[src/rtl/alu_retry_controller.sv]
// Sequencer in front of the checked ALU: registers operands, samples result and checker flag,
// and re-executes on checker error. Retries are built only with `ALU_FAULT_RETRY_EN defined.
module alu_retry_controller #(
  parameter int unsigned MAX_RETRY = 2,
  parameter int unsigned CNT_W     = 16
) (
  input  logic             clock,
  input  logic             reset,
  input  logic             in_valid,
  output logic             in_ready,
  input  logic [4:0]       in_opcode,
  input  logic [31:0]      in_operandA,
  input  logic [31:0]      in_operandB,
  input  logic [4:0]       in_shiftamt,
  output logic [4:0]       alu_opcode,
  output logic [31:0]      alu_operandA,
  output logic [31:0]      alu_operandB,
  output logic [4:0]       alu_shiftamt,
  input  logic [31:0]      alu_result,
  input  logic             adder_has_error,
  input  logic             sra_has_error,
  input  logic             sll_has_error,
  output logic             out_valid,
  input  logic             out_ready,
  output logic [31:0]      out_result,
  output logic             out_fault,
  input  logic             clear_status,
  output logic             fault_sticky,
  output logic [2:0]       fault_code,
  output logic [CNT_W-1:0] err_count
);

  typedef enum logic [1:0] {
    S_IDLE  = 2'd0,
    S_EXEC  = 2'd1,
    S_CHECK = 2'd2,
    S_DONE  = 2'd3
  } state_t;

  state_t           r_state;
  state_t           w_state_nxt;

  logic [4:0]       r_alu_opcode;
  logic [31:0]      r_alu_a;
  logic [31:0]      r_alu_b;
  logic [4:0]       r_alu_shamt;
  logic [31:0]      r_result;
  logic             r_err_q;
  logic             r_out_fault;
  logic             r_fault_sticky;
  logic [2:0]       r_fault_code;
  logic [CNT_W-1:0] r_err_count;

  logic [2:0]       w_unit;
  logic             w_flag;
  logic             w_can_retry;
  logic             w_accept;
  logic             w_retry;
  logic             w_final_fail;
  logic             w_err_inc;
  logic [CNT_W-1:0] w_cnt_nxt;
  logic [2:0]       w_code_nxt;
  logic             w_sticky_nxt;

  // One-hot checked unit for the held opcode: bit0 adder, bit1 sra, bit2 sll.
  always_comb begin
    w_unit = '0;
    case (r_alu_opcode)
      5'd0, 5'd1: w_unit = 3'b001;
      5'd5:       w_unit = 3'b010;
      5'd4:       w_unit = 3'b100;
      default:    w_unit = '0;
    endcase
  end

  assign w_flag = |(w_unit & {sll_has_error, sra_has_error, adder_has_error});

`ifdef ALU_FAULT_RETRY_EN
  localparam logic [3:0] LP_MAX_RETRY = 4'(MAX_RETRY);

  logic [3:0] r_retry_cnt;

  always_ff @(posedge clock) begin
    if (reset) begin
      r_retry_cnt <= '0;
    end else if (w_accept) begin
      r_retry_cnt <= '0;
    end else if (w_retry) begin
      r_retry_cnt <= r_retry_cnt + 4'd1;
    end
  end

  assign w_can_retry = (r_retry_cnt < LP_MAX_RETRY);
`else
  // Without retry support every failing attempt is final.
  assign w_can_retry = 1'b0;
`endif

  always_ff @(posedge clock) begin
    if (reset) begin
      r_state <= S_IDLE;
    end else begin
      r_state <= w_state_nxt;
    end
  end

  always_comb begin
    w_state_nxt  = r_state;
    w_accept     = 1'b0;
    w_retry      = 1'b0;
    w_final_fail = 1'b0;
    w_err_inc    = 1'b0;
    case (r_state)
      S_IDLE: begin
        if (in_valid) begin
          w_accept    = 1'b1;
          w_state_nxt = S_EXEC;
        end
      end
      S_EXEC: w_state_nxt = S_CHECK;
      S_CHECK: begin
        if (!r_err_q) begin
          w_state_nxt = S_DONE;
        end else if (w_can_retry) begin
          w_retry     = 1'b1;
          w_err_inc   = 1'b1;
          w_state_nxt = S_EXEC;
        end else begin
          w_final_fail = 1'b1;
          w_err_inc    = 1'b1;
          w_state_nxt  = S_DONE;
        end
      end
      S_DONE: begin
        if (out_ready) w_state_nxt = S_IDLE;
      end
      default: w_state_nxt = S_IDLE;
    endcase
  end

  assign in_ready  = (r_state == S_IDLE);
  assign out_valid = (r_state == S_DONE);

  always_ff @(posedge clock) begin
    if (reset) begin
      r_alu_opcode <= '0;
      r_alu_a      <= '0;
      r_alu_b      <= '0;
      r_alu_shamt  <= '0;
      r_result     <= '0;
      r_err_q      <= 1'b0;
      r_out_fault  <= 1'b0;
    end else begin
      if (w_accept) begin
        r_alu_opcode <= in_opcode;
        r_alu_a      <= in_operandA;
        r_alu_b      <= in_operandB;
        r_alu_shamt  <= in_shiftamt;
      end
      if (r_state == S_EXEC) begin
        r_result <= alu_result;
        r_err_q  <= w_flag;
      end
      if (r_state == S_CHECK) begin
        r_out_fault <= w_final_fail;
      end
    end
  end

  // Clear is applied first so a same-cycle increment or set survives it.
  always_comb begin
    w_cnt_nxt    = clear_status ? '0 : r_err_count;
    w_code_nxt   = clear_status ? '0 : r_fault_code;
    w_sticky_nxt = clear_status ? 1'b0 : r_fault_sticky;
    if (w_err_inc) begin
      if (w_cnt_nxt != '1) w_cnt_nxt = w_cnt_nxt + CNT_W'(1);
      w_code_nxt = w_code_nxt | w_unit;
    end
    if (w_final_fail) w_sticky_nxt = 1'b1;
  end

  always_ff @(posedge clock) begin
    if (reset) begin
      r_err_count    <= '0;
      r_fault_code   <= '0;
      r_fault_sticky <= 1'b0;
    end else begin
      r_err_count    <= w_cnt_nxt;
      r_fault_code   <= w_code_nxt;
      r_fault_sticky <= w_sticky_nxt;
    end
  end

  assign alu_opcode   = r_alu_opcode;
  assign alu_operandA = r_alu_a;
  assign alu_operandB = r_alu_b;
  assign alu_shiftamt = r_alu_shamt;
  assign out_result   = r_result;
  assign out_fault    = r_out_fault;
  assign fault_sticky = r_fault_sticky;
  assign fault_code   = r_fault_code;
  assign err_count    = r_err_count;

endmodule

[config.mk]
export PLATFORM = sky130hd
export DESIGN_NAME = alu_retry_controller
export DESIGN_NICKNAME = d
export VERILOG_FILES = /design/src/rtl/alu_retry_controller.sv
export SDC_FILE = /design/constraint.sdc
export NUM_CORES = 1
export LEC_CHECK = 0
export ABC_AREA = 1
export BUFFER_PORTS_ARGS = -buffer_cell sky130_fd_sc_hd__buf_2
export CELL_PAD_IN_SITES_DETAIL_PLACEMENT = 2
export CELL_PAD_IN_SITES_GLOBAL_PLACEMENT = 2
export CORE_AREA = 2 2 157 159
export CTS_CLUSTER_DIAMETER = 30
export DETAILED_ROUTE_END_ITERATION = 8
export DIE_AREA = 0 0 159 161
export PLACE_DENSITY_LB_ADDON = 0.08
export SYNTH_ARGS = -nofsm -noshare
export SYNTH_HDL_FRONTEND = slang
export SYNTH_SLANG_ARGS = --single-unit
[constraint.sdc]
create_clock -name clock -period 1.4 [get_ports clock]
set_input_delay 0.14 -clock clock [delete_from_list [all_inputs] [get_ports clock]]
set_output_delay 0.14 -clock clock [all_outputs]
set_load 0.05 [all_outputs]
==> Word-level counts from Yosys, hierarchy flattened <==
Index checks and enable logic that the tools add are counted.
{ "totals": {"inputBits": 114, "out_inout_bits": 129, "regBits": 130} }
{ "classes": {"reduce_logical": 6, "bitwise": 2, "add_sub_neg": 1, "n_eq_ne": 9, "muxes": 15} }
{ "op_table": {"columns": ["cell", "n"], "rows": [
  ["2-to-1 mux 16 bit", 3],
  ["adder 16 x 1 -> 16 bit (second input constant)", 1],
  ["!= test 16 bit (second input constant)", 1],
  ["== test 5 x 3 -> 1 bit (second input constant)", 2],
  ["case mux 3 bit (3 select lines)", 1],
  ["case mux 2 bit (4 select lines)", 1],
  ["2-to-1 mux 1 bit", 6],
  ["2-to-1 mux 3 bit", 2],
  ["== test 5 x 1 -> 1 bit (second input constant)", 1],
  ["logical NOT 5 bit", 1],
  ["== test 2 bit (second input constant)", 2],
  ["2-to-1 mux 2 bit", 2],
  ["bitwise AND 3 bit", 1],
  ["OR 3 bit", 1],
  ["OR reduction 3 bit", 1],
  ["== test 2 x 1 -> 1 bit (second input constant)", 1],
  ["logical NOT 2 bit", 1],
  ["!= test 2 x 1 -> 1 bit (second input constant)", 1],
  ["!= test 2 bit (second input constant)", 1],
  ["AND reduction 2 bit", 1],
  ["nonzero test 2 bit", 1],
  ["OR reduction 2 bit", 1]
]} }

==> Logic depth before layout (Yosys ltp) <==
{ "logic_depth": {"depth_word": 5, "depth_mapped": 11, "ltp_nobuf": 11} }

==> Worst setup path before layout <==
OpenSTA, ideal clock, no wires.
{ "synth_path": {"path_kind": "register to register", "from": "register r_err_count[1] (netlist: err_count[1])", "to": "register r_err_count[14] (netlist: err_count[14])", "setup_ns": 0.118, "period_less_slack_ns": 1.980, "t_arrival_ns": 1.862, "required_time_ns": 1.282, "path_slack_ns": -0.580, "path_stages_with_launch": 11, "cell_sequence": "dfxtp_1 > inv_1 > nor2_1 > ha_1 > nand4_1 > nor2_4 > nand2_2 > inv_2 > nand2_2 > nor3_1 > nor2_1"} }
{ "synth_between": {"elab_chain_len": 4, "elab_cells_between_ends": 5} }
{ "synth_rtl": {"columns": ["element", "line", "source"], "rows": [
  ["start: declaration", "52", "logic [CNT_W-1:0] r_err_count;"],
  ["start signal: assignment", "188", "r_err_count <= w_cnt_nxt;"],
  ["2-to-1 mux 16 bit *", "172", "w_cnt_nxt = clear_status ? '0 : r_err_count;"],
  ["adder 16 x 1 -> 16 bit or != test 16 bit (tied branches)", "176", "if (w_cnt_nxt != '1) w_cnt_nxt = w_cnt_nxt + CNT_W'(1);"],
  ["2-to-1 mux 16 bit *", "176", null],
  ["2-to-1 mux 16 bit *", "175", "if (w_err_inc) begin"]
]} }
Mark *: on every way between the ends. The rest lies on a longest branch, timed or not.
A chain may end at the register's enable or synchronous reset.

==> Worst setup path after layout <==
{ "layout_path": {"from": "register r_err_count[1] (netlist: err_count[1])", "to": "register r_err_count[10] (netlist: err_count[10])"} }
Same word-level chain as after synthesis.

==> run metrics <==
outcome complete, but fails checks; failing checks negative setup slack; vias in the first global route 6900; most area-hungry cell type in the Yosys netlist dfxtp_1; critical path arrival 1990 ps; wire length per cell 16.9 um; Reg clk slew, reported paths 70 ps; PD cells 2040 nW/um^2; Fill cells 2776; post-synthesis sequential area ratio 50.5%; Die Y-Extent 161 um; Hold/Removal Path Class primary input to register; Final setup viols 16; RSZ-0062 raised after global routing yes; gr usage total 17.7%; most common cell in the netlist nor2_1; sw frac 47.1%; Post-Syn Instances 688; global route overflow 0; pin count of the biggest net entering global routing 46; post-route ant nets 0; drc violations 0; total number of vias 6089; GP Congestion 0.767; Max Clk Rate 596 MHz; Clock power frac 25.0%; CTS Buffer Depth 2; Setup Crit Path Kind register to register; syn nets 807; Power Internal 0.00966 W; PnR worst setup slack -277 ps; Crit Path Max Fanout 4; Seq pwr share 28.8%; worst skew pair latency 420 ps; Nets 1179; clk sink count 130; Post-synth top cells nor2_1, dfxtp_1, o21ai_0; global-route wire length before repair 36400 um; dominant cells by area after synthesis dfxtp_1, nor2_1, o21ai_0, nand2_1, clkbuf_1; relative slew slack 74.7%; Syn-to-layout area delta 73.3%; Core Area 24000 sq um; antenna violations before repair 3; DR pass1 iterations 4; CTS H-Tree Depth 4; final hold vios 0; startpoint types register; max_cap viols 0; FF-to-FF path depth 11; Final Critical Period 1680 ps; Layout Skew 11.2 ps; drt total wl 23700 um; I/O Pins 243; Synth Flop Type dfxtp_1; Setup crit end kind register; Initial Utilization 21.5%; Die W 159 um; required time of the critical path 1710 ps; NetSw 0.00860 W; fraction of final layout cells sized beyond drive strength 1 37.1%; DPL Wire Length 15600 um; VDD IR-drop max 866 uV; Final Cycle Share 120%; Leakage Power 4.19 nW; pre-CTS setup slack -243 ps; synth warn 0; Vias/cell 4.36; Hold Path Depth 3; FP Rows 57; Cell Area, Synth 5150 sq um; first-iteration detailed-routing DRC count 108; asr flop ratio synth 0%; count of cell types in the netlist 32; EDFF count, synth 0; area share of the largest cell type after synthesis 50.5%; CTS Buf Count 17; Slew Limit Fails 0; #FFs+latches synth 130; Avg Cell Area, Syn 7.49 sq um; actual slew at the worst max-slew pin 380 ps; CTS tree built; Comb power frac 46.2%; Clk Tree Root Cell clkbuf_16; Pwr Total 0.0183 W; Port-buffer cells 242; area of the die 25600 sq um
power by group through the flow:
| stage | clock [W] | sequential, W | combinational [W] |
|---|---|---|---|
| after global routing | 0.00489 | 0.00541 | 0.00904 |
| after CTS | 0.00468 | 0.00525 | 0.00822 |
| after detailed placement | 0 | 0.00530 | 0.00777 |
| after floorplan | 0 | 0.00862 | 0.00214 |
| final | 0.00456 | 0.00526 | 0.00844 |
| after global placement | 0 | 0.00524 | 0.00757 |
flip-flops by register name (all words and copies together) (netlist names):
register / count
r_state: 2
alu_opcode: 5
fault_code: 3
out_result: 32
alu_shiftamt: 5
alu_operandB: 32
alu_operandA: 32
fault_sticky: 1
r_err_q: 1
err_count: 16
out_fault: 1
final timing paths:
path                                     start              end  slack [ps]
worst max-delay path              err_count[1]    err_count[10]        -280
worst min-delay path            in_shiftamt[3]  alu_shiftamt[3]           4
worst max register to register    err_count[1]    err_count[10]        -280
worst min register to register       out_fault        out_fault         470
worst max-delay path, cell delays in order (launching register included):
cell	delay (ps)
dfxtp_4	360
inv_4	40
nor2_4	120
ha_4	160
nand4_1	140
nor2_4	230
nand2_2	90
inv_2	80
buf_4	120
nand3_4	80
nor2_2	100
nor2_1	50
cell usage in the layout (no fill, tap or decap), drive strengths merged:
cell           n
xor2           1
nor3           3
ha             5
dfxtp        130
o22ai          1
nand3b         1
buf          297
a211oi         1
clkbuf        21
bufinv         2
nor2         248
nand3         22
a41oi          1
clkinvlp       3
inv           35
clkinv         5
diode          1
o21ai        120
nand4          4
nor4           1
nand2         59
a21oi         18
xnor2          2
dlygate4sd3   93
layout make-up:
class / instances / area [sq um] / area share, %
repair buffers: 392 / 2740 / 30.7
diodes: 1 / 2.50 / 0.0280
clock inverters: 13 / 153 / 1.71
multi-input cells: 487 / 2440 / 27.3
well taps: 324 / 405 / 4.54
inverters: 32 / 135 / 1.51
clock buffers: 19 / 443 / 4.96
flip-flops and latches: 130 / 2620 / 29.3
kinds of logic (layout without fill, tap and decap cells):
family          Yosys count  in the layout  share of synthesized area (%)
other cells               0              1                              0
xor+xnor                  3              3                          0.510
compound gates          141            141                           13.8
flops                   130            130                           50.5
fa+ha+maj                 5              5                           1.21
simple gates            337            338                           28.0
buf+inv                  72            456                           6.00
timing repair:
item                                    in CTS  in global routing
endpoints found under the setup margin      93                 93
hold endpoints to repair                    93                  0
buffers inserted                             2                  4
cloned                                       2                  3
pin swaps                                   10                 16
hold buffers                                93                  0
resized for setup                           19                 23
per-stage QoR:
stage	hold WS (ps)	area, sq um	cells	utilization, %	TNS (ps)
finish	4.21	8930	1398	37.3	-3350
global route	4.73	8930	1398	37.3	-5140
CTS	1.44	8750	1390	36.5	-2610
detailed placement	369	7110	1261	29.7	-7820
global placement	363	7110	1261	29.7	-2010
floorplan	209	5260	688	-	-2400
per-layer routing:
layer	up-vias	wire (um)	track usage (%)
met5	-	27	0
met4	4	484	5.70
met3	40	1430	5.83
met2	144	12600	33.6
met1	2955	9090	18.4
li1	2946	-	-
No activity file was read; power rests on OpenSTA's default activity.
